==> src/rtl/uart_debug_host_if.sv <==
// uart_debug_host_if
//   Bundles every non-clock/reset signal of uart_debug_host. Member names are
//   the host's port names, so i_* are host inputs and o_* are host outputs.
//   master : the host side (uart_debug_host)
//   slave  : the environment side (command source, UART pair, program ROM,
//            dump consumer)
//   Groups: command handshake (i_cmd_valid, i_cmd, o_busy, o_cmd_done,
//           o_cmd_error, o_timeout, o_echo_error), UART (o_tx_start,
//           o_tx_data, i_tx_done, i_rx_done, i_rx_data), ROM (o_prog_addr,
//           i_prog_data), dump stream (o_dump_valid, o_dump_data,
//           o_dump_section, o_dump_index, o_dump_end, o_mem_bytes).
interface uart_debug_host_if #(
  parameter int NB_PROG_ADDR = 8
);
  logic                    i_cmd_valid;
  logic [2:0]              i_cmd;
  logic                    o_busy;
  logic                    o_cmd_done;
  logic                    o_cmd_error;
  logic                    o_timeout;
  logic                    o_echo_error;
  logic                    o_tx_start;
  logic [7:0]              o_tx_data;
  logic                    i_tx_done;
  logic                    i_rx_done;
  logic [7:0]              i_rx_data;
  logic [NB_PROG_ADDR-1:0] o_prog_addr;
  logic [31:0]             i_prog_data;
  logic                    o_dump_valid;
  logic [7:0]              o_dump_data;
  logic [1:0]              o_dump_section;
  logic [7:0]              o_dump_index;
  logic                    o_dump_end;
  logic [15:0]             o_mem_bytes;

  modport master (
    input  i_cmd_valid, i_cmd, i_tx_done, i_rx_done, i_rx_data, i_prog_data,
    output o_busy, o_cmd_done, o_cmd_error, o_timeout, o_echo_error,
           o_tx_start, o_tx_data, o_prog_addr, o_dump_valid, o_dump_data,
           o_dump_section, o_dump_index, o_dump_end, o_mem_bytes
  );

  modport slave (
    output i_cmd_valid, i_cmd, i_tx_done, i_rx_done, i_rx_data, i_prog_data,
    input  o_busy, o_cmd_done, o_cmd_error, o_timeout, o_echo_error,
           o_tx_start, o_tx_data, o_prog_addr, o_dump_valid, o_dump_data,
           o_dump_section, o_dump_index, o_dump_end, o_mem_bytes
  );
endinterface

==> src/rtl/uart_debug_host.sv <==
// uart_debug_host
//   Host-side initiator of the pipeline UART debug link. Sends load / run /
//   debug / step / end-debug commands, checks every byte against its echo,
//   streams program ROM words during a load and forwards the register,
//   latch and memory dump that follows run and step.
//   Ports:
//     i_clk, i_reset : clock and synchronous active-high reset
//     bus            : uart_debug_host_if.master (command handshake, UART
//                      tx/rx, program ROM, tagged dump stream)
//   Parameters: NB_PROG_ADDR (ROM word address width), NB_IF_ID / NB_ID_EX /
//   NB_EX_MEM / NB_MEM_WB (device latch widths), TIMEOUT_CYCLES (idle cycles
//   that end a wait; must exceed one byte time).
module uart_debug_host #(
  parameter int NB_PROG_ADDR   = 8,
  parameter int NB_IF_ID       = 64,
  parameter int NB_ID_EX       = 168,
  parameter int NB_EX_MEM      = 88,
  parameter int NB_MEM_WB      = 80,
  parameter int TIMEOUT_CYCLES = 50000
) (
  input logic               i_clk,
  input logic               i_reset,
  uart_debug_host_if.master bus
);

  localparam int REG_BYTES   = 128;
  localparam int LATCH_BYTES = (NB_IF_ID + NB_ID_EX + NB_EX_MEM + NB_MEM_WB + 7) / 8;
  localparam int FIXED_BYTES = REG_BYTES + LATCH_BYTES;
  localparam int FW          = $clog2(FIXED_BYTES);
  localparam int TW          = $clog2(TIMEOUT_CYCLES + 1);

  localparam logic [NB_PROG_ADDR-1:0] LAST_ADDR = '1;
  localparam logic [2:0] CMD_LOAD  = 3'd0;
  localparam logic [2:0] CMD_RUN   = 3'd1;
  localparam logic [2:0] CMD_DEBUG = 3'd2;
  localparam logic [2:0] CMD_STEP  = 3'd3;

  typedef enum logic [2:0] {
    S_IDLE, S_SEND, S_WAIT_TXDONE, S_WAIT_ECHO, S_FETCH, S_DUMP_FIXED, S_DUMP_MEM
  } state_t;

  state_t                  state_reg;
  logic                    debug_mode_reg;
  logic [2:0]              cmd_reg;
  logic                    opcode_phase_reg;   // byte in flight is the opcode
  logic [31:0]             word_reg;           // remaining bytes of the word, MSB aligned
  logic [1:0]              byte_cnt_reg;       // index of the word byte in flight
  logic                    last_word_reg;      // word in flight ends the load
  logic                    word_at_end_reg;    // word in flight came from LAST_ADDR
  logic [NB_PROG_ADDR-1:0] prog_addr_reg;
  logic [TW-1:0]           timer_reg;
  logic [FW-1:0]           fixed_cnt_reg;
  logic                    end_pending_reg;

  logic        busy_reg, cmd_done_reg, cmd_error_reg, timeout_reg, echo_error_reg;
  logic        tx_start_reg, dump_valid_reg, dump_end_reg;
  logic [7:0]  tx_data_reg, dump_data_reg, dump_index_reg;
  logic [1:0]  dump_section_reg;
  logic [15:0] mem_bytes_reg;

  logic cmd_ok;
  logic timer_expired;

  // Load/run/debug need IDLE mode, step/end need DEBUG mode, 5-7 never pass.
  assign cmd_ok = (bus.i_cmd <= CMD_DEBUG) ? !debug_mode_reg :
                  (bus.i_cmd <= 3'd4)      ?  debug_mode_reg : 1'b0;
  assign timer_expired = (timer_reg == TW'(TIMEOUT_CYCLES - 1));

  always_ff @(posedge i_clk) begin
    if (i_reset) begin
      state_reg        <= S_IDLE;
      debug_mode_reg   <= 1'b0;
      cmd_reg          <= '0;
      opcode_phase_reg <= 1'b0;
      word_reg         <= '0;
      byte_cnt_reg     <= '0;
      last_word_reg    <= 1'b0;
      word_at_end_reg  <= 1'b0;
      prog_addr_reg    <= '0;
      timer_reg        <= '0;
      fixed_cnt_reg    <= '0;
      end_pending_reg  <= 1'b0;
      busy_reg         <= 1'b0;
      cmd_done_reg     <= 1'b0;
      cmd_error_reg    <= 1'b0;
      timeout_reg      <= 1'b0;
      echo_error_reg   <= 1'b0;
      tx_start_reg     <= 1'b0;
      tx_data_reg      <= '0;
      dump_valid_reg   <= 1'b0;
      dump_data_reg    <= '0;
      dump_section_reg <= '0;
      dump_index_reg   <= '0;
      dump_end_reg     <= 1'b0;
      mem_bytes_reg    <= '0;
    end else begin
      tx_start_reg   <= 1'b0;
      cmd_done_reg   <= 1'b0;
      cmd_error_reg  <= 1'b0;
      timeout_reg    <= 1'b0;
      dump_valid_reg <= 1'b0;
      dump_end_reg   <= 1'b0;

      case (state_reg)
        S_IDLE: begin
          if (bus.i_cmd_valid) begin
            if (cmd_ok) begin
              busy_reg         <= 1'b1;
              cmd_reg          <= bus.i_cmd;
              opcode_phase_reg <= 1'b1;
              last_word_reg    <= 1'b0;
              prog_addr_reg    <= '0;
              tx_data_reg      <= {5'd0, bus.i_cmd};
              tx_start_reg     <= 1'b1;
              state_reg        <= S_SEND;
            end else begin
              cmd_error_reg <= 1'b1;
            end
          end
        end

        // o_tx_start is high during this cycle.
        S_SEND: begin
          timer_reg <= '0;
          state_reg <= S_WAIT_TXDONE;
        end

        S_WAIT_TXDONE: begin
          if (bus.i_tx_done) begin
            timer_reg <= '0;
            state_reg <= S_WAIT_ECHO;
          end else if (timer_expired) begin
            timeout_reg <= 1'b1;
            busy_reg    <= 1'b0;
            state_reg   <= S_IDLE;
          end else begin
            timer_reg <= timer_reg + 1'b1;
          end
        end

        S_WAIT_ECHO: begin
          if (bus.i_rx_done) begin
            if (bus.i_rx_data != tx_data_reg) echo_error_reg <= 1'b1;
            timer_reg <= '0;
            if (opcode_phase_reg) begin
              opcode_phase_reg <= 1'b0;
              case (cmd_reg)
                CMD_LOAD: state_reg <= S_FETCH;
                CMD_RUN, CMD_STEP: begin
                  fixed_cnt_reg <= '0;
                  state_reg     <= S_DUMP_FIXED;
                end
                CMD_DEBUG: begin
                  debug_mode_reg <= 1'b1;
                  cmd_done_reg   <= 1'b1;
                  busy_reg       <= 1'b0;
                  state_reg      <= S_IDLE;
                end
                default: begin
                  debug_mode_reg <= 1'b0;
                  cmd_done_reg   <= 1'b1;
                  busy_reg       <= 1'b0;
                  state_reg      <= S_IDLE;
                end
              endcase
            end else if (byte_cnt_reg != 2'd3) begin
              // The next word's address is presented while the last byte of
              // this word is still in flight, so the ROM has settled well
              // before FETCH samples it. The address never wraps.
              if (byte_cnt_reg == 2'd2 && prog_addr_reg != LAST_ADDR)
                prog_addr_reg <= prog_addr_reg + 1'b1;
              byte_cnt_reg <= byte_cnt_reg + 1'b1;
              tx_data_reg  <= word_reg[31:24];
              word_reg     <= {word_reg[23:0], 8'h00};
              tx_start_reg <= 1'b1;
              state_reg    <= S_SEND;
            end else if (last_word_reg) begin
              cmd_done_reg <= 1'b1;
              busy_reg     <= 1'b0;
              state_reg    <= S_IDLE;
            end else if (word_at_end_reg) begin
              // ROM exhausted without a halt word: append one.
              last_word_reg <= 1'b1;
              byte_cnt_reg  <= 2'd0;
              tx_data_reg   <= 8'hFF;
              word_reg      <= 32'hFFFF_FF00;
              tx_start_reg  <= 1'b1;
              state_reg     <= S_SEND;
            end else begin
              state_reg <= S_FETCH;
            end
          end else if (timer_expired) begin
            timeout_reg <= 1'b1;
            busy_reg    <= 1'b0;
            state_reg   <= S_IDLE;
          end else begin
            timer_reg <= timer_reg + 1'b1;
          end
        end

        S_FETCH: begin
          word_at_end_reg <= (prog_addr_reg == LAST_ADDR);
          last_word_reg   <= (bus.i_prog_data == 32'hFFFF_FFFF);
          byte_cnt_reg    <= 2'd0;
          tx_data_reg     <= bus.i_prog_data[31:24];
          word_reg        <= {bus.i_prog_data[23:0], 8'h00};
          tx_start_reg    <= 1'b1;
          state_reg       <= S_SEND;
        end

        S_DUMP_FIXED: begin
          if (bus.i_rx_done) begin
            timer_reg      <= '0;
            dump_valid_reg <= 1'b1;
            dump_data_reg  <= bus.i_rx_data;
            if (fixed_cnt_reg < FW'(REG_BYTES)) begin
              dump_section_reg <= 2'd0;
              dump_index_reg   <= 8'(fixed_cnt_reg);
            end else begin
              dump_section_reg <= 2'd1;
              dump_index_reg   <= 8'(fixed_cnt_reg - FW'(REG_BYTES));
            end
            if (fixed_cnt_reg == FW'(FIXED_BYTES - 1)) begin
              mem_bytes_reg   <= '0;
              end_pending_reg <= 1'b0;
              state_reg       <= S_DUMP_MEM;
            end else begin
              fixed_cnt_reg <= fixed_cnt_reg + 1'b1;
            end
          end else if (timer_expired) begin
            timeout_reg <= 1'b1;
            busy_reg    <= 1'b0;
            state_reg   <= S_IDLE;
          end else begin
            timer_reg <= timer_reg + 1'b1;
          end
        end

        // Memory section length is unknown; silence ends it.
        S_DUMP_MEM: begin
          if (end_pending_reg) begin
            end_pending_reg <= 1'b0;
            cmd_done_reg    <= 1'b1;
            busy_reg        <= 1'b0;
            state_reg       <= S_IDLE;
          end else if (bus.i_rx_done) begin
            timer_reg        <= '0;
            dump_valid_reg   <= 1'b1;
            dump_data_reg    <= bus.i_rx_data;
            dump_section_reg <= 2'd2;
            dump_index_reg   <= (mem_bytes_reg > 16'd255) ? 8'hFF : mem_bytes_reg[7:0];
            if (mem_bytes_reg != 16'hFFFF) mem_bytes_reg <= mem_bytes_reg + 1'b1;
          end else if (timer_expired) begin
            dump_end_reg    <= 1'b1;
            end_pending_reg <= 1'b1;
          end else begin
            timer_reg <= timer_reg + 1'b1;
          end
        end

        default: state_reg <= S_IDLE;
      endcase
    end
  end

  assign bus.o_busy         = busy_reg;
  assign bus.o_cmd_done     = cmd_done_reg;
  assign bus.o_cmd_error    = cmd_error_reg;
  assign bus.o_timeout      = timeout_reg;
  assign bus.o_echo_error   = echo_error_reg;
  assign bus.o_tx_start     = tx_start_reg;
  assign bus.o_tx_data      = tx_data_reg;
  assign bus.o_prog_addr    = prog_addr_reg;
  assign bus.o_dump_valid   = dump_valid_reg;
  assign bus.o_dump_data    = dump_data_reg;
  assign bus.o_dump_section = dump_section_reg;
  assign bus.o_dump_index   = dump_index_reg;
  assign bus.o_dump_end     = dump_end_reg;
  assign bus.o_mem_bytes    = mem_bytes_reg;

endmodule

==> src/flat_wrapper.sv <==
// flat-port wrapper written by rule: the top's interface ports become plain ports
module uart_debug_host_flat 
#(
  parameter int NB_PROG_ADDR   = 8,
  parameter int NB_IF_ID       = 64,
  parameter int NB_ID_EX       = 168,
  parameter int NB_EX_MEM      = 88,
  parameter int NB_MEM_WB      = 80,
  parameter int TIMEOUT_CYCLES = 50000
)
  (i_clk, i_reset, bus_i_cmd_valid, bus_i_cmd, bus_i_tx_done, bus_i_rx_done, bus_i_rx_data, bus_i_prog_data, bus_o_busy, bus_o_cmd_done, bus_o_cmd_error, bus_o_timeout, bus_o_echo_error, bus_o_tx_start, bus_o_tx_data, bus_o_prog_addr, bus_o_dump_valid, bus_o_dump_data, bus_o_dump_section, bus_o_dump_index, bus_o_dump_end, bus_o_mem_bytes);
  uart_debug_host_if #(.NB_PROG_ADDR(NB_PROG_ADDR)) bus_i ();
  input logic i_clk;
  input logic i_reset;
  input wire logic [$bits(bus_i.i_cmd_valid)-1:0] bus_i_cmd_valid;
  input wire logic [$bits(bus_i.i_cmd)-1:0] bus_i_cmd;
  input wire logic [$bits(bus_i.i_tx_done)-1:0] bus_i_tx_done;
  input wire logic [$bits(bus_i.i_rx_done)-1:0] bus_i_rx_done;
  input wire logic [$bits(bus_i.i_rx_data)-1:0] bus_i_rx_data;
  input wire logic [$bits(bus_i.i_prog_data)-1:0] bus_i_prog_data;
  output wire logic [$bits(bus_i.o_busy)-1:0] bus_o_busy;
  output wire logic [$bits(bus_i.o_cmd_done)-1:0] bus_o_cmd_done;
  output wire logic [$bits(bus_i.o_cmd_error)-1:0] bus_o_cmd_error;
  output wire logic [$bits(bus_i.o_timeout)-1:0] bus_o_timeout;
  output wire logic [$bits(bus_i.o_echo_error)-1:0] bus_o_echo_error;
  output wire logic [$bits(bus_i.o_tx_start)-1:0] bus_o_tx_start;
  output wire logic [$bits(bus_i.o_tx_data)-1:0] bus_o_tx_data;
  output wire logic [$bits(bus_i.o_prog_addr)-1:0] bus_o_prog_addr;
  output wire logic [$bits(bus_i.o_dump_valid)-1:0] bus_o_dump_valid;
  output wire logic [$bits(bus_i.o_dump_data)-1:0] bus_o_dump_data;
  output wire logic [$bits(bus_i.o_dump_section)-1:0] bus_o_dump_section;
  output wire logic [$bits(bus_i.o_dump_index)-1:0] bus_o_dump_index;
  output wire logic [$bits(bus_i.o_dump_end)-1:0] bus_o_dump_end;
  output wire logic [$bits(bus_i.o_mem_bytes)-1:0] bus_o_mem_bytes;
  assign bus_i.i_cmd_valid = bus_i_cmd_valid;
  assign bus_i.i_cmd = bus_i_cmd;
  assign bus_i.i_tx_done = bus_i_tx_done;
  assign bus_i.i_rx_done = bus_i_rx_done;
  assign bus_i.i_rx_data = bus_i_rx_data;
  assign bus_i.i_prog_data = bus_i_prog_data;
  assign bus_o_busy = bus_i.o_busy;
  assign bus_o_cmd_done = bus_i.o_cmd_done;
  assign bus_o_cmd_error = bus_i.o_cmd_error;
  assign bus_o_timeout = bus_i.o_timeout;
  assign bus_o_echo_error = bus_i.o_echo_error;
  assign bus_o_tx_start = bus_i.o_tx_start;
  assign bus_o_tx_data = bus_i.o_tx_data;
  assign bus_o_prog_addr = bus_i.o_prog_addr;
  assign bus_o_dump_valid = bus_i.o_dump_valid;
  assign bus_o_dump_data = bus_i.o_dump_data;
  assign bus_o_dump_section = bus_i.o_dump_section;
  assign bus_o_dump_index = bus_i.o_dump_index;
  assign bus_o_dump_end = bus_i.o_dump_end;
  assign bus_o_mem_bytes = bus_i.o_mem_bytes;
  uart_debug_host #(.NB_PROG_ADDR(NB_PROG_ADDR), .NB_IF_ID(NB_IF_ID), .NB_ID_EX(NB_ID_EX), .NB_EX_MEM(NB_EX_MEM), .NB_MEM_WB(NB_MEM_WB), .TIMEOUT_CYCLES(TIMEOUT_CYCLES)) u_core (.i_clk(i_clk), .i_reset(i_reset), .bus(bus_i));
endmodule
==> config.mk <==
export PLATFORM = sky130hd
export DESIGN_NAME = uart_debug_host_flat
export DESIGN_NICKNAME = d
export VERILOG_FILES = /design/src/rtl/uart_debug_host_if.sv /design/src/rtl/uart_debug_host.sv /design/src/flat_wrapper.sv
export SDC_FILE = /design/constraint.sdc
export NUM_CORES = 1
export LEC_CHECK = 0
export ABC_AREA = 1
export BUFFER_PORTS_ARGS = -buffer_cell sky130_fd_sc_hd__buf_2
export CAP_MARGIN = 20
export CORE_AREA = 4 4 120 122
export CTS_BUF_LIST = sky130_fd_sc_hd__clkbuf_8
export CTS_CLUSTER_DIAMETER = 100
export DETAILED_ROUTE_END_ITERATION = 8
export DIE_AREA = 0 0 124 126
export PLACE_DENSITY = 0.7
export SYNTH_ARGS = -nofsm -noshare
export SYNTH_HDL_FRONTEND = slang
export SYNTH_SLANG_ARGS = --single-unit
==> constraint.sdc <==
create_clock -name i_clk -period 4.3 [get_ports i_clk]
set_input_delay 1.29 -clock i_clk [delete_from_list [all_inputs] [get_ports i_clk]]
set_output_delay 1.29 -clock i_clk [all_outputs]
set_load 0.01 [all_outputs]
Yosys cells after proc, flatten, opt, wreduce, memory -nomap -nowiden
Cells that the tools add are included.
{ "word_totals": {"in_bits": 48, "latchBits": 0, "register_bits": 127, "romBits": 0, "word_cells": 236, "n_memories": 0, "mem_bits_rw": 0, "out_inout_bits": 58} }
{ "classes": {"n_reduce_logical": 32, "bitwise_logic": 4, "div": 0, "mux": 123, "add_sub_neg": 6, "n_mul": 0, "n_shift": 0, "n_eq_ne": 42, "n_lt_le_gt_ge": 4} }
{ "op_table": {"columns": ["operator", "n"], "rows": [
  ["2-to-1 mux 8 bit", 25],
  ["2-to-1 mux 32 bit", 5],
  ["2-to-1 mux 16 bit", 9],
  ["one-hot mux 16 bit (4 select lines)", 1],
  ["one-hot mux 32 bit (2 select lines)", 1],
  ["one-hot mux 8 bit (2 select lines)", 4],
  ["2-to-1 mux 1 bit", 43],
  ["2-to-1 mux 3 bit", 12],
  ["adder 16 x 1 -> 16 bit (second input constant)", 2],
  ["equality test 32 bit (second input constant)", 1],
  ["one-hot mux 16 bit (2 select lines)", 1],
  ["inequality test 2 bit (second input constant)", 12],
  ["one-hot mux 8 bit (3 select lines)", 1],
  ["one-hot mux 3 bit (7 select lines)", 1],
  ["AND reduction 6 bit", 3],
  ["adder 8 x 1 -> 8 bit (second input constant)", 2],
  ["equality test 16 bit (second input constant)", 1],
  ["equality test 8 bit (second input constant)", 2],
  ["greater-than comparator 16 x 8 -> 1 bit (second input constant)", 1],
  ["2-to-1 mux 2 bit", 8],
  ["inequality test 16 bit (second input constant)", 1],
  ["AND reduction 4 bit", 4],
  ["inequality test 2 x 1 -> 1 bit (second input constant)", 7],
  ["AND reduction 7 bit", 2],
  ["other kinds (36)", 62]
]} }

Longest topological paths before layout
Gate-level depths: netlist (run 1).
{ "logic_depth": {"ltp_word": 7, "mapped_depth": 12, "ltp_nobuf": 12} }

Worst setup path before layout (run 1)
OpenSTA, ideal clock, no wires.
{ "synth_path": {"path_type": "input to register", "start": "input bus_i_rx_done", "end": "register u_core.prog_addr_reg[0] (netlist: u_core.bus.o_prog_addr[0])", "setup_time_ns": 0.116, "path_buffers": 1, "required_ns": 4.184, "arrival_time_ns": 2.260, "stages": 8, "path_slack_ns": 1.924, "cell_sequence": "buf_4 -> inv_2 -> o21ai_1 -> nand3_1 -> a21oi_4 -> nand2_2 -> nor2_1 -> nor2_1"} }
{ "synth_between": {"elab_chain_len": 2} }
{ "synth_lines": {"columns": ["item", "line", "rtl"], "rows": [
  ["start: declaration", "flat_wrapper.sv:18", "input wire logic [$bits(bus_i.i_rx_done)-1:0] bus_i_rx_done;"],
  ["inequality test 2 bit (no line)", null, null],
  ["AND reduction 7 bit (no line)", null, null],
  ["end signal: assignment", "uart_debug_host.sv:171", "prog_addr_reg <= prog_addr_reg + 1'b1;"],
  ["end: declaration", "uart_debug_host.sv:50", "logic [NB_PROG_ADDR-1:0] prog_addr_reg;"]
]} }
No other way between the ends.
A chain may end at the register's enable or synchronous reset.

Final worst setup path (run 1)
{ "layout_path": {"start": "input bus_i_rx_done", "end": "register u_core.byte_cnt_reg[0]"} }
{ "layout_between": {"elab_chain_len": 2} }
{ "layout_lines": {"columns": ["item", "line", "rtl"], "rows": [
  ["inequality test 2 bit (no line)", null, null],
  ["AND reduction 5 bit (no line)", null, null],
  ["end signal: assignment", "uart_debug_host.sv:172", "byte_cnt_reg <= byte_cnt_reg + 1'b1;"],
  ["end: declaration", "uart_debug_host.sv:47", "logic [1:0] byte_cnt_reg;"]
]} }
No other way between the ends.

==> results of run 1 <==
## logic make-up (layout without fill, tap and decap cells)
family          count (synthesis)  count (layout)  share of synthesized area
buf+inv                       114             218                     0.0801
flops                         119             119                      0.366
compound gates                191             191                      0.174
simple gates                  489             489                      0.337
xor+xnor                       22              22                     0.0296
fa+ha+maj                       7               7                     0.0135
## critical path, delay by kind of cell
kind                   cells  cell delay (ns)
AO/OA/AOI/OAI              2             0.20
buffers and inverters      3             0.72
AND/OR/NAND/NOR            4             0.79
## metrics by stage
step           worst slack (ns)  power [mW]  area (um^2)
2_1_floorplan              1.92        1.44         6510
3_3_place_gp               1.26        1.53         7060
3_5_place_dp               1.19        1.53         7060
4_1_cts                    1.67        2.62         7490
5_1_grt                    1.44        2.73         7490
6_report                   1.63        2.60         7490
## Yosys cell counts (all sizes together)
master	instances
a211oi	17
a21boi	1
a21oi	67
a311oi	1
a31oi	11
and2	3
buf	24
clkbuf	13
clkinv	1
dfxtp	119
ha	7
inv	76
nand2	218
nand3	65
nand3b	4
nand4	14
nor2	166
nor3	14
nor4	1
o211a	1
o211ai	3
o21a	1
o21ai	67
o22ai	21
o31ai	1
or2	4
xnor2	8
xor2	14
## how the worst max path moves through the flow
stage	from	end	slack [ns]
global route	bus_i_rx_done	u_core.byte_cnt_reg[0]$_SDFFE_PP0P_	1.44
CTS	bus_i_rx_done	u_core.byte_cnt_reg[0]$_SDFFE_PP0P_	1.67
floorplan	bus_i_rx_done	u_core.bus.o_prog_addr[0]$_SDFFE_PP0P_	1.92
finish	bus_i_rx_done	u_core.byte_cnt_reg[0]$_SDFFE_PP0P_	1.63
detailed placement	bus_i_rx_done	u_core.byte_cnt_reg[0]$_SDFFE_PP0P_	1.19
global placement	bus_i_rx_done	u_core.byte_cnt_reg[0]$_SDFFE_PP0P_	1.26
## cell type report
class                           instances  area (um^2)
Clock inverter                         13          171
Fill cell                            1303         5700
Multi-Input combinational cell        709         3610
Timing Repair Buffer                  109          556
Sequential cell                       119         2380
Clock buffer                           19          262
Tap cell                              176          220
Inverter                               77          297
## power breakdown
group	total, mW	switching [mW]	internal, mW	leakage (nW)
clock	1.09	0.483	0.609	0.212
sequential	1.19	0.0424	1.15	0.963
combinational	0.314	0.201	0.113	1.97
## routing by layer
metal,share of wire,up-vias,track usage
met5,0,-,0
met4,0.011,0,0.0586
met3,0.057,15,0.0547
met2,0.47,161,0.338
met1,0.46,2874,0.306
li1,-,3312,-
==> flow_metrics.py, run 1 <==
metrics = {
    "timing": {
        "slew_headroom": 0.532,
        "tightest_slew_ns": 0.702,
        "hold_slack_ns": 0.473,
        "finalCritPeriodShare": 0.622,
        "finalSetupTns_ns": 0,
        "drv_slew": 0,
        "fmax_mhz": 374,
        "fin_skew_ns": 0.0132,
        "hold_violations": 0,
        "finalSetupViolations": 0,
        "rsz0062_at_grt": "false",
        "period_minus_slack_ns": 2.67,
    },
    "routing": {
        "drt_iter0_markers": 489,
        "viasPerCell": 5.21,
        "totalWireLength_um": 16700,
        "antenna_left": 0,
        "vias": 6362,
        "avgRoutedWirePerCell_um": 13.6,
        "drc": 0,
        "drtPass1Iterations": 5,
    },
    "floorplanning": {
        "die_w_um": 124,
        "rows": 42,
        "num_io_pins": 106,
        "floorplan.initialDensity": 0.494,
        "die_height_um": 126,
        "core_um2": 13200,
        "fp.dieArea_um2": 15600,
    },
    "global_routing": {
        "grt_pass1_wl_um": 27800,
        "antenna_found_initial": 0,
        "grt-ovfl-total": 0,
        "grt_start_max_net_pins": 56,
        "grt_usage": 0.219,
        "grt_pass1_vias": 5721,
    },
    "placed_design": {
        "dpl.cell_count": 1190,
        "hpwlAfterDp_um": 12100,
        "numPortBuffers": 105,
        "place.gp.congestion": 0.868,
    },
    "cells_and_area": {
        "nNetsFinal": 1088,
        "num_antenna_cells": 0,
        "fin_cells": 1222,
        "synthToLayoutAreaGrowth_pct": 15.1,
        "layout_common_cells": "nand2_1, nor2_1, dfxtp_1, buf_2, inv_1",
        "drive_gt1_frac": 0.198,
        "fin_util": 0.568,
        "largest_reg_flops": 24,
        "final_common_cell": "nand2_1",
    },
    "clock_network": {
        "cts_tree": "yes",
        "numClockSinks": 119,
        "post_cts_buffers": 0,
        "cts-htree-levels": 4,
        "cts_root_buf": "clkbuf_8",
        "cts_resized": 0,
        "cts_hold_buf": 0,
        "cts-buffers-inserted": 17,
        "insertion_delay_ns": 0.45,
        "clkTransAtPathRegs_ns": 0.08,
        "cts_buffer_depth": 2,
    },
    "synthesis": {
        "synthTopCellsByArea": "dfxtp_1, nand2_1, nor2_1",
        "ys_types": 49,
        "avgSynthCellArea_um2": 6.91,
        "syn_nets": 997,
        "yosys_warnings": 0,
        "synth_top_area_frac": 0.366,
        "netlist_instances": 942,
        "syn-cell-area_um2": 6510,
        "yosys.area.top_type": "dfxtp_1",
        "ys_seq_area_frac": 0.366,
        "ys_ff_latch": 119,
    },
    "setup_path": {
        "cp_cell_sequence": "buf_2 > inv_2 > nor2_1 > nand3_1 > nand2_1 > buf_4 > o21ai_0 > nand2_1 > a21oi_1",
        "cp_slowest_stage_delay_ns": 0.45,
        "worstSetupPathType": "input pin to register",
        "r2r_start": "u_core.state_reg[1]$_SDFFE_PP0P_",
        "cp_slowest_cell": "nand2_1",
        "rr_endpoint": "u_core.byte_cnt_reg[0]$_SDFFE_PP0P_",
        "setup.worst_path.end_class": "register",
        "crit_required_ns": 4.64,
        "start_kind": "input pin",
        "crit_top_cell": "nand2_1",
        "crit_path_max_fanout": 33,
        "crit_arrival_ns": 3.01,
        "rr_worst_depth": 8,
        "r2r_slack_ns": 1.84,
    },
    "power": {
        "ir_worst_vdd_mv": 0.283,
        "p_leak_nw": 3.14,
        "power_density_nw_per_um2": 347,
    },
    "job": {
        "maxCapViolCount": 0,
    },
    "worst_hold_path": {
        "hold_path_end": "u_core.cmd_reg[0]$_SDFFE_PP0P_",
        "min_path_cells": 2,
        "hp-class": "register to register",
        "hold_start": "u_core.cmd_reg[0]$_SDFFE_PP0P_",
    },
    "status": {
        "status": "complete, no violations",
    },
}
Note: power is estimated with default switching activity, not from simulation.
==> run 2, diff against run 1 <==
==> constraint.sdc (replaced) <==
create_clock -name i_clk -period 2.8 [get_ports i_clk]
set_input_delay 0.84 -clock i_clk [delete_from_list [all_inputs] [get_ports i_clk]]
set_output_delay 0.84 -clock i_clk [all_outputs]
set_load 0.01 [all_outputs]
==> run 2 against run 1 <==
Compared with the run above:
- core utilization is 0.057 points lower
- clock power rose by 47%
- non-clock buffer count up 2
- hold slack got worse by 0.0068 ns
- total power is 51% higher
- final cell count grew 0.16%
- sequential cell count unchanged
- clock-buffer cell count up 2
- worst setup slack lost 1.2 ns
- sequential share of layout area about the same
- critical path depth decreased by 2
- highest routed layer unchanged
==> flow_metrics.py, run 2 (same netlist as run 1, synthesis figures left out) <==
metrics = {
    "status": {
        "status": "complete, no violations",
    },
    "cells_and_area": {
        "seqCellArea_um2": 2380,
        "synthToLayoutAreaGrowth_pct": 15.0,
        "largest_reg_flops": 24,
        "layout_common_cells": "nand2_1, nor2_1, dfxtp_1, buf_2, inv_1",
        "drive_gt1_frac": 0.199,
        "multi_input_area_um2": 3610,
        "nNetsFinal": 1090,
        "nFillCells": 1313,
        "num_antenna_cells": 0,
        "final_common_cell": "nand2_1",
    },
    "setup_path": {
        "setup.worst_path.end_class": "register",
        "start_kind": "register",
        "rr_worst_depth": 7,
        "r2r_start": "u_core.state_reg[2]$_SDFFE_PP0P_",
        "crit_end": "u_core.bus.o_dump_index[4]$_SDFFE_PP0P_",
        "startpoint": "u_core.state_reg[2]$_SDFFE_PP0P_",
        "crit_required_ns": 3.12,
        "worstSetupPathType": "register to register",
        "crit_path_max_fanout": 23,
        "rr_endpoint": "u_core.bus.o_dump_index[4]$_SDFFE_PP0P_",
        "crit_arrival_ns": 2.68,
        "cp_cell_sequence": "nand3_4 > inv_4 > nand2_8 > nand2_1 > inv_2 > o21ai_0 > a21oi_1",
        "r2r_slack_ns": 0.44,
        "cp_slowest_cell": "dfxtp_1",
        "cp_slowest_stage_delay_ns": 0.71,
    },
    "clock_network": {
        "cts-buffers-inserted": 17,
        "cts_root_buf": "clkbuf_8",
        "cts-htree-levels": 4,
        "cts_hold_buf": 0,
        "insertion_delay_ns": 0.45,
        "cts_resized": 0,
        "cts_buffer_depth": 2,
        "clkTransAtPathRegs_ns": 0.07,
        "cts_tree": "yes",
        "post_cts_buffers": 0,
        "numClockSinks": 119,
    },
    "power": {
        "internal_power_mw": 2.82,
        "p_seq_frac": 0.467,
        "p_sw_frac": 0.279,
        "p_switching_mw": 1.09,
        "p_leak_nw": 3.14,
        "p_clk_frac": 0.409,
        "ir_worst_vdd_mv": 0.320,
        "power_density_nw_per_um2": 524,
        "p_comb_frac": 0.124,
    },
    "placed_design": {
        "hpwlAfterDp_um": 12400,
        "numPortBuffers": 105,
        "place.gp.congestion": 0.856,
        "dp_slack_ns": 0.454,
    },
    "floorplanning": {
        "num_io_pins": 106,
        "core_um2": 13200,
        "fp.dieArea_um2": 15600,
        "floorplan.initialDensity": 0.494,
        "die_height_um": 126,
        "die_w_um": 124,
        "rows": 42,
    },
    "routing": {
        "drt_iter0_markers": 490,
        "vias": 6454,
        "avgRoutedWirePerCell_um": 13.9,
        "viasPerCell": 5.27,
        "antenna_left": 0,
        "drc": 0,
        "drtPass1Iterations": 5,
        "totalWireLength_um": 17000,
    },
    "timing": {
        "period_minus_slack_ns": 2.36,
        "fin_skew_ns": 0.0129,
        "drv_slew": 0,
        "rsz0062_at_grt": "false",
        "hold_violations": 0,
        "finalSetupViolations": 0,
        "finalCritPeriodShare": 0.843,
        "fmax_mhz": 424,
        "tightest_slew_ns": 0.605,
        "finalSetupTns_ns": 0,
        "slew_headroom": 0.596,
        "fin_ws_ns": 0.440,
    },
    "global_routing": {
        "grt_pass1_wl_um": 28000,
        "grt_start_max_net_pins": 52,
        "grt_usage": 0.220,
        "antenna_found_initial": 0,
        "grt_pass1_vias": 5916,
        "grt-ovfl-total": 0,
    },
    "job": {
        "maxCapViolCount": 0,
    },
    "worst_hold_path": {
        "hp-class": "register to register",
    },
}
run 2: changes by cell type in the layout (fill, tap and decap cells not counted):
cell / previous run / this run
clkinvlp_4: 2 / 5
clkinv_4: 6 / 0
bufinv_16: 3 / 2
buf_4: 4 / 6
clkinv_2: 1 / 3
clkbuf_8: 19 / 21
run 2: how the worst min path moves through the flow:
stage,end,start,depth (start not counted),slack [ns]
final,u_core.bus.o_dump_section[1]$_SDFFE_PP0P_,u_core.bus.o_dump_section[1]$_SDFFE_PP0P_,2,0.47
after global routing,u_core.bus.o_dump_section[1]$_SDFFE_PP0P_,u_core.bus.o_dump_section[1]$_SDFFE_PP0P_,2,0.49
after CTS,u_core.bus.o_dump_section[1]$_SDFFE_PP0P_,u_core.bus.o_dump_section[1]$_SDFFE_PP0P_,2,0.47
after detailed placement,u_core.bus.o_dump_section[1]$_SDFFE_PP0P_,u_core.bus.o_dump_section[1]$_SDFFE_PP0P_,2,0.45
after global placement,u_core.bus.o_dump_section[1]$_SDFFE_PP0P_,u_core.bus.o_dump_section[1]$_SDFFE_PP0P_,2,0.46
after floorplan,u_core.cmd_reg[0]$_SDFFE_PP0P_,u_core.cmd_reg[0]$_SDFFE_PP0P_,2,0.44
run 2: metal layers:
| layer | up-vias | GRT usage | wire [um] |
|---|---|---|---|
| met1 | 2926 | 0.298 | 7900 |
| met5 | - | 0 | 0 |
| li1 | 3319 | - | - |
| met3 | 17 | 0.0574 | 1080 |
| met4 | 0 | 0.0644 | 209 |
| met2 | 192 | 0.345 | 7780 |
run 2: power by group through the flow:
stage | clock network [mW] | logic, mW | registers (mW)
floorplan | 0 | 0.359 | 1.85
global placement | 0 | 0.477 | 1.87
detailed placement | 0 | 0.484 | 1.87
CTS | 1.63 | 0.487 | 1.83
global route | 1.72 | 0.545 | 1.84
finish | 1.60 | 0.486 | 1.83
run 2: per-stage QoR:
stage | utilization | cells | hold slack (ns) | cell area, um^2 | power [mW]
finish | 0.568 | 1224 | 0.466 | 7490 | 3.92
global route | 0.568 | 1224 | 0.488 | 7490 | 4.10
CTS | 0.568 | 1224 | 0.466 | 7490 | 3.95
detailed placement | 0.536 | 1192 | 0.455 | 7080 | 2.35
global placement | 0.536 | 1192 | 0.459 | 7080 | 2.35
floorplan | - | 942 | 0.445 | 6510 | 2.21
run 2: layout make-up:
class                      count  share of cell area
clock buffer                  21              0.0386
clock inverter                11              0.0162
inverter                      77              0.0396
multi-input combinational    709               0.482
sequential                   119               0.318
tap                          176              0.0294
timing repair buffer         111              0.0762
run 2: worst max-delay path, delay by kind of cell, from the launching register on:
family | cells | cell delay [ns]
simple gates | 3 | 0.74
flops | 1 | 0.71
buf+inv | 2 | 0.50
compound gates | 2 | 0.27
